===== config.mk =====
export PLATFORM = sky130hd
export DESIGN_NAME = uart_tx_arbiter
export DESIGN_NICKNAME = d
export VERILOG_FILES = /design/src/rtl/uart_tx_arbiter_pkg.sv /design/src/rtl/uart_tx_arbiter_rr_pick.sv /design/src/rtl/uart_tx_arbiter.sv
export SDC_FILE = /design/constraint.sdc
export NUM_CORES = 1
export LEC_CHECK = 0
export BUFFER_PORTS_ARGS = -buffer_cell sky130_fd_sc_hd__buf_2
export CAP_MARGIN = 20
export CORE_UTILIZATION = 55
export CTS_CLUSTER_DIAMETER = 100
export DETAILED_ROUTE_END_ITERATION = 10
export GPL_TIMING_DRIVEN = 1
export PLACE_DENSITY = 0.79
export SLEW_MARGIN = 5
export SYNTH_ARGS = -nofsm -noshare
export SYNTH_HDL_FRONTEND = slang
export SYNTH_SLANG_ARGS = --single-unit

===== constraint.sdc =====
create_clock -name clk -period 2.6 [get_ports clk]
set_clock_uncertainty 0.15 [all_clocks]
set_input_delay 0.26 -clock clk [delete_from_list [all_inputs] [get_ports clk]]
set_output_delay 0.26 -clock clk [all_outputs]
set_load 0.02 [all_outputs]

===== src/rtl/uart_tx_arbiter_pkg.sv =====
//------------------------------------------------------------------------------
// Module      : uart_tx_arbiter_pkg
// Description : State encodings, ASCII constants and width helpers shared by
//               the UART transmit arbiter and the display/command logic.
// Revision    : 1.0 - initial release
//------------------------------------------------------------------------------
`default_nettype none

package uart_tx_arbiter_pkg;

    localparam logic [1:0] c_ARB_IDLE  = 2'd0;
    localparam logic [1:0] c_ARB_LOAD  = 2'd1;
    localparam logic [1:0] c_ARB_START = 2'd2;
    localparam logic [1:0] c_ARB_DRAIN = 2'd3;

    localparam logic [7:0] c_ASCII_ESC      = 8'd27;
    localparam logic [7:0] c_ASCII_LBRACKET = 8'd91;
    localparam logic [7:0] c_ASCII_SEMI     = 8'd59;
    localparam logic [7:0] c_ASCII_H        = 8'd72;
    localparam logic [7:0] c_ASCII_CR       = 8'd13;
    localparam logic [7:0] c_ASCII_LF       = 8'd10;
    localparam logic [7:0] c_ASCII_O        = 8'd79;
    localparam logic [7:0] c_ASCII_SPACE    = 8'd32;

    function automatic int ptr_width(input int num_req);
        return (num_req > 1) ? $clog2(num_req) : 1;
    endfunction

    // A zero timeout still needs a 1-bit timer so the port widths stay legal.
    function automatic int timer_width(input int lock_timeout);
        return (lock_timeout > 0) ? $clog2(lock_timeout + 1) : 1;
    endfunction

endpackage

`default_nettype wire


===== src/rtl/uart_tx_arbiter_rr_pick.sv =====
//------------------------------------------------------------------------------
// Module      : uart_tx_arbiter_rr_pick
// Description : Combinational round-robin picker: lowest requesting index at or
//               after the pointer wins, wrapping to index 0.
// Revision    : 1.0 - initial release
//------------------------------------------------------------------------------
`default_nettype none

module uart_tx_arbiter_rr_pick
    import uart_tx_arbiter_pkg::*;
#(
    parameter int NUM_REQ = 2,
    parameter int PTR_W   = 1
) (
    input  logic [NUM_REQ-1:0] i_req,
    input  logic [PTR_W-1:0]   i_ptr,
    output logic [NUM_REQ-1:0] o_winner,
    output logic [PTR_W-1:0]   o_winner_idx,
    output logic               o_any
);

    logic [NUM_REQ-1:0] w_hi;
    logic [NUM_REQ-1:0] w_pool;

    always_comb begin
        w_hi = '0;
        for (int j = 0; j < NUM_REQ; j++) begin
            w_hi[j] = i_req[j] && (PTR_W'(j) >= i_ptr);
        end
    end

    // Requesters at/after the pointer take priority; otherwise wrap around.
    always_comb begin
        w_pool       = (|w_hi) ? w_hi : i_req;
        o_winner     = '0;
        o_winner_idx = '0;
        for (int j = NUM_REQ - 1; j >= 0; j--) begin
            if (w_pool[j]) begin
                o_winner     = '0;
                o_winner[j]  = 1'b1;
                o_winner_idx = PTR_W'(j);
            end
        end
    end

    assign o_any = |i_req;

endmodule

`default_nettype wire


===== src/rtl/uart_tx_arbiter.sv =====
//------------------------------------------------------------------------------
// Module      : uart_tx_arbiter
// Description : Packet-granular round-robin arbiter sharing one UART
//               transmitter between NUM_REQ byte-stream producers.
// Revision    : 1.0 - initial release
//------------------------------------------------------------------------------
`default_nettype none

module uart_tx_arbiter
    import uart_tx_arbiter_pkg::*;
#(
    parameter int NUM_REQ      = 2,
    parameter int LOCK_TIMEOUT = 240000
) (
    input  logic                 clk,
    input  logic                 reset,
    input  logic [NUM_REQ-1:0]   req_valid,
    input  logic [8*NUM_REQ-1:0] req_data,
    input  logic [NUM_REQ-1:0]   req_last,
    output logic [NUM_REQ-1:0]   req_ready,
    output logic [NUM_REQ-1:0]   grant,
    output logic [7:0]           tx_data,
    output logic                 tx_valid,
    input  logic                 tx_ready,
    output logic                 timeout_err
);

    localparam int PTR_W = ptr_width(NUM_REQ);
    localparam int TMR_W = timer_width(LOCK_TIMEOUT);

    localparam logic [PTR_W-1:0] c_LAST_IDX = PTR_W'(NUM_REQ - 1);
    localparam logic [TMR_W-1:0] c_TMO_LAST = (LOCK_TIMEOUT > 0) ? TMR_W'(LOCK_TIMEOUT - 1) : '0;

    logic [1:0]         r_state;
    logic [NUM_REQ-1:0] r_grant;
    logic [PTR_W-1:0]   r_gidx;
    logic [PTR_W-1:0]   r_ptr;
    logic [TMR_W-1:0]   r_timer;
    logic               r_last;
    logic [7:0]         r_tx_data;
    logic               r_tx_valid;
    logic [NUM_REQ-1:0] r_req_ready;
    logic               r_timeout_err;

    logic [NUM_REQ-1:0] w_winner;
    logic [PTR_W-1:0]   w_winner_idx;
    logic               w_any;
    logic [7:0]         w_sel_data;
    logic               w_sel_valid;
    logic               w_sel_last;
    logic [PTR_W-1:0]   w_ptr_next;

    uart_tx_arbiter_rr_pick #(
        .NUM_REQ (NUM_REQ),
        .PTR_W   (PTR_W)
    ) u_rr_pick (
        .i_req        (req_valid),
        .i_ptr        (r_ptr),
        .o_winner     (w_winner),
        .o_winner_idx (w_winner_idx),
        .o_any        (w_any)
    );

    always_comb begin
        w_sel_data = '0;
        for (int j = 0; j < NUM_REQ; j++) begin
            if (r_grant[j]) w_sel_data = req_data[8*j +: 8];
        end
    end

    assign w_sel_valid = |(req_valid & r_grant);
    assign w_sel_last  = |(req_last & r_grant);
    assign w_ptr_next  = (r_gidx == c_LAST_IDX) ? '0 : r_gidx + 1'b1;

    always_ff @(posedge clk or posedge reset) begin
        if (reset) begin
            r_state       <= c_ARB_IDLE;
            r_grant       <= '0;
            r_gidx        <= '0;
            r_ptr         <= '0;
            r_timer       <= '0;
            r_last        <= 1'b0;
            r_tx_data     <= '0;
            r_tx_valid    <= 1'b0;
            r_req_ready   <= '0;
            r_timeout_err <= 1'b0;
        end else begin
            r_req_ready   <= '0;
            r_timeout_err <= 1'b0;
            case (r_state)
                c_ARB_IDLE: begin
                    if (w_any) begin
                        r_grant <= w_winner;
                        r_gidx  <= w_winner_idx;
                        r_timer <= '0;
                        r_state <= c_ARB_LOAD;
                    end
                end
                c_ARB_LOAD: begin
                    if (w_sel_valid) begin
                        r_tx_data   <= w_sel_data;
                        r_last      <= w_sel_last;
                        r_req_ready <= r_grant;
                        r_timer     <= '0;
                        r_state     <= c_ARB_START;
                    end else if (LOCK_TIMEOUT != 0 && r_timer == c_TMO_LAST) begin
                        // Producer stalled mid-packet: release so others can run.
                        r_grant       <= '0;
                        r_ptr         <= w_ptr_next;
                        r_timer       <= '0;
                        r_timeout_err <= 1'b1;
                        r_state       <= c_ARB_IDLE;
                    end else if (LOCK_TIMEOUT != 0) begin
                        r_timer <= r_timer + 1'b1;
                    end
                end
                c_ARB_START: begin
                    if (tx_ready && !r_tx_valid) begin
                        r_tx_valid <= 1'b1;
                        r_state    <= c_ARB_DRAIN;
                    end
                end
                c_ARB_DRAIN: begin
                    // Transmitter dropping ready means it has taken the byte.
                    if (r_tx_valid && !tx_ready) begin
                        r_tx_valid <= 1'b0;
                        if (r_last) begin
                            r_grant <= '0;
                            r_ptr   <= w_ptr_next;
                            r_state <= c_ARB_IDLE;
                        end else begin
                            r_state <= c_ARB_LOAD;
                        end
                    end
                end
                default: r_state <= c_ARB_IDLE;
            endcase
        end
    end

    assign req_ready   = r_req_ready;
    assign grant       = r_grant;
    assign tx_data     = r_tx_data;
    assign tx_valid    = r_tx_valid;
    assign timeout_err = r_timeout_err;

endmodule

`default_nettype wire


==> summary.txt <==
Finish
  – Post-Layout Inst Area: 2280 um^2
  – Final core utilization: 66.9%
  – Final nets: 288
  – Share of layout cells above drive strength 1: 19.2%
  – Layout Area Growth over Synthesis: 14.7%
  – # fillers: 278
  – Antenna cell count: 0

Placement
  – Post-Place Worst Slack: 0.216 ns
  – I/O Buffers: 36
  – HPWL Detailed: 3010 um
  – Dpl cell area: 2220 um^2
  – GPL Wtd Cong: 0.848

Global route
  – Number of global-route vias before repair: 1613
  – Initial antenna violation count: 0
  – First-pass GRT wire length: 7490 um
  – Grt total ovfl: 0
  – Largest net degree at the start of global routing: 38
  – Gr usage total: 24.2%

CTS
  – Clock Pin Slew Worst Setup and Hold Paths: 0.10 ns
  – Root buffer cell: clkbuf_4
  – Clk sinks: 37
  – CTS tree: yes
  – Max Buffers Root-to-Sink: 2
  – Cts repair resizes: 0
  – H-tree depth: 2
  – Num CTS Buffers: 5
  – Clk Latency, worst-skew pair: 0.33 ns

Timing
  – Maximum clock rate: 412 MHz
  – Slew @ Worst Pin: 0.548 ns
  – Fin crit period: 2.43 ns
  – Period utilisation layout: 93.4%
  – Max-slew violation count: 0
  – Final TNS setup: 0 ns
  – Setup WS post-layout: 0.172 ns
  – Hold WS: 0.0231 ns
  – Worst relative slew slack: 63.3%
  – Final hold viol count: 0
  – Setup violations, final: 0
  – RSZ-0062 raised after global routing: no

Synthesis
  – Primary FF master, synth: dfrtp_1
  – Number of enable flip-flop cells after synthesis: 0
  – Post-Syn Instances: 220
  – Post-Syn Nets: 248
  – Synth warn: 0
  – Post-synthesis register bit count: 37
  – Sequential fraction of the synthesis area: 46.5%
  – Netlist Area Pre-Place: 1990 um^2
  – Mean Syn Cell Area: 9.05 um^2
  – Unique masters post-synth: 41
  – FFs w/ async S/R, synth: 100%

Die
  – I/O pins: 37
  – Die width: 62.2 um
  – Die height: 62.2 um
  – Initial Util: 58.3%
  – Placeable Area: 3420 um^2
  – Die area: 3870 um^2
  – Site Rows: 21

Detailed routing
  – Vias per cell: 5.79
  – Drt first pass iters: 4
  – Routed Antenna Nets: 0
  – Routed WL: 4170 um
  – 1st-iter DRT viols: 90
  – Wire per inst: 13.6 um
  – # DRC: 0
  – Via count: 1771

Setup path
  – CP delay by family, top: simple AND/OR/NAND/NOR gates
  – Worst Path Required: 2.72 ns
  – Crit Path Category: register to register
  – Worst Setup Start Kind: register
  – CP cell instances: inv_1 > ha_1 > or3b_1 > nand3_2 > a21o_1 > or4_1 > nand3_1
  – CP max-delay cell: or4_1
  – Slowest stage delay, CP: 0.54 ns
  – Crit-path max FO: 12
  – WP buf/inv: 1
  – Crit. End Element: register
  – Worst EP arrival: 2.54 ns

Power and ir drop
  – Leakage Power: 1.15 nW
  – Worst VDD drop: 0.315 mV
  – PD cells: 399 nW/um^2

Run status
  – Status: complete, no violations

Job
  – Max-Cap Viols: 0

Worst hold path
  – Worst Hold Class: input pin to register
[timing repair]
action / 4_1_cts / 5_1_grt
buffers inserted: 0 / 0
endpoints found under the setup margin: 0 / 0
hold buffers: 1 / 0
endpoints found under the hold margin: 37 / 0
[layer usage]
layer / wire, um / vias to the layer above / part of all wire [%] / global-route usage [%]
met3: 205 / 5 / 4.9 / 3.31
met2: 1960 / 51 / 47 / 37.1
li1: - / 878 / - / -
met5: 0 / - / 0 / 0
met1: 1950 / 837 / 47 / 34.6
met4: 47 / 0 / 1.1 / 9.88
[placed cells by master, fill, tap and decap left out, types with 2 or more instances in the layout]
cell type	instances
xor2_1	2
nand4bb_1	2
or3_1	5
nor3_1	2
nand3_1	14
and2_1	3
nor2_1	11
nand2_1	31
dfrtp_1	37
o211ai_1	3
nor3b_1	3
o21ai_0	24
a21o_1	8
buf_2	36
ha_1	5
a32o_1	2
nand4_1	4
a22oi_1	9
a31oi_1	3
inv_1	12
and3_1	7
o31ai_1	3
buf_4	3
clkbuf_4	5
a21oi_1	7
[synth_stat cells (2+ instances only)]
cell	instances	area, um^2
a21o_1	8	60.1
buf_2	2	10.0
a22oi_1	9	67.6
nand3_1	14	70.1
a32o_1	2	20.0
nor2_1	11	41.3
clkbuf_1	4	15.0
nor3b_1	3	22.5
o211ai_1	3	22.5
a31oi_1	3	18.8
inv_1	12	45.0
o31ai_1	3	22.5
nor3_1	2	10.0
dfrtp_1	37	926
or3_1	5	31.3
and3_1	7	43.8
nand4bb_1	2	22.5
o21ai_0	24	120
and2_1	3	18.8
xor2_1	2	17.5
a21oi_1	7	35.0
nand4_1	4	25.0
ha_1	5	62.6
nand2_1	31	116
[layout make-up]
type	count	area (um^2)	area share, %
Clock buffer	7	55.1	2.41
Inverter	12	45.0	1.97
Multi-Input combinational cell	164	988	43.3
Sequential cell	37	926	40.5
Tap cell	46	57.6	2.52
Timing Repair Buffer	40	213	9.31
[worst paths after layout]
path	startpoint	endpoint	slack, ns	cells past startpoint
worst max-delay path	r_state[0]	r_timer[14]	0.17	7
worst min-delay path	req_valid[0]	r_gidx	0.02	2
worst max register to register	r_state[0]	r_timer[14]	0.17	7
worst min register to register	r_gidx	r_ptr	0.32	1
max in group asynchronous	reset	r_timer[12]	1.57	4
min in group asynchronous	reset	r_timer[0]	0.41	4
[stage by stage]
stage                     power [mW]  cells
after global routing           0.956    306
after floorplan                0.596    220
after detailed placement       0.618    298
after CTS                      0.921    306
after global placement         0.618    298
final                          0.912    306
[power by group]
part / switching (mW) / internal (mW) / total [mW]
clock network: 0.177 / 0.128 / 0.305
registers: 0 / 0.575 / 0.575
logic: 0.0179 / 0.0141 / 0.0320
total: 0.195 / 0.717 / 0.912
[cell families (layout without fill, tap and decap cells)]
| family | count (synthesis) | after routing | synth area share (%) |
|---|---|---|---|
| AO/OA/AOI/OAI | 66 | 66 | 21.4 |
| XOR/XNOR | 2 | 2 | 0.880 |
| adder cells (fa/ha/maj) | 5 | 5 | 3.14 |
| buffers and inverters | 19 | 59 | 3.89 |
| flip-flops | 37 | 37 | 46.5 |
| multiplexers | 1 | 1 | 0.503 |
| AND/OR/NAND/NOR | 90 | 90 | 23.7 |
[state kept, by name (all words and copies together), names as in the netlist, 2 cells and up, named ones only]
name       count
grant          2
r_timer       18
req_ready      2
tx_data        8
Power figures use the tool's default switching activity.
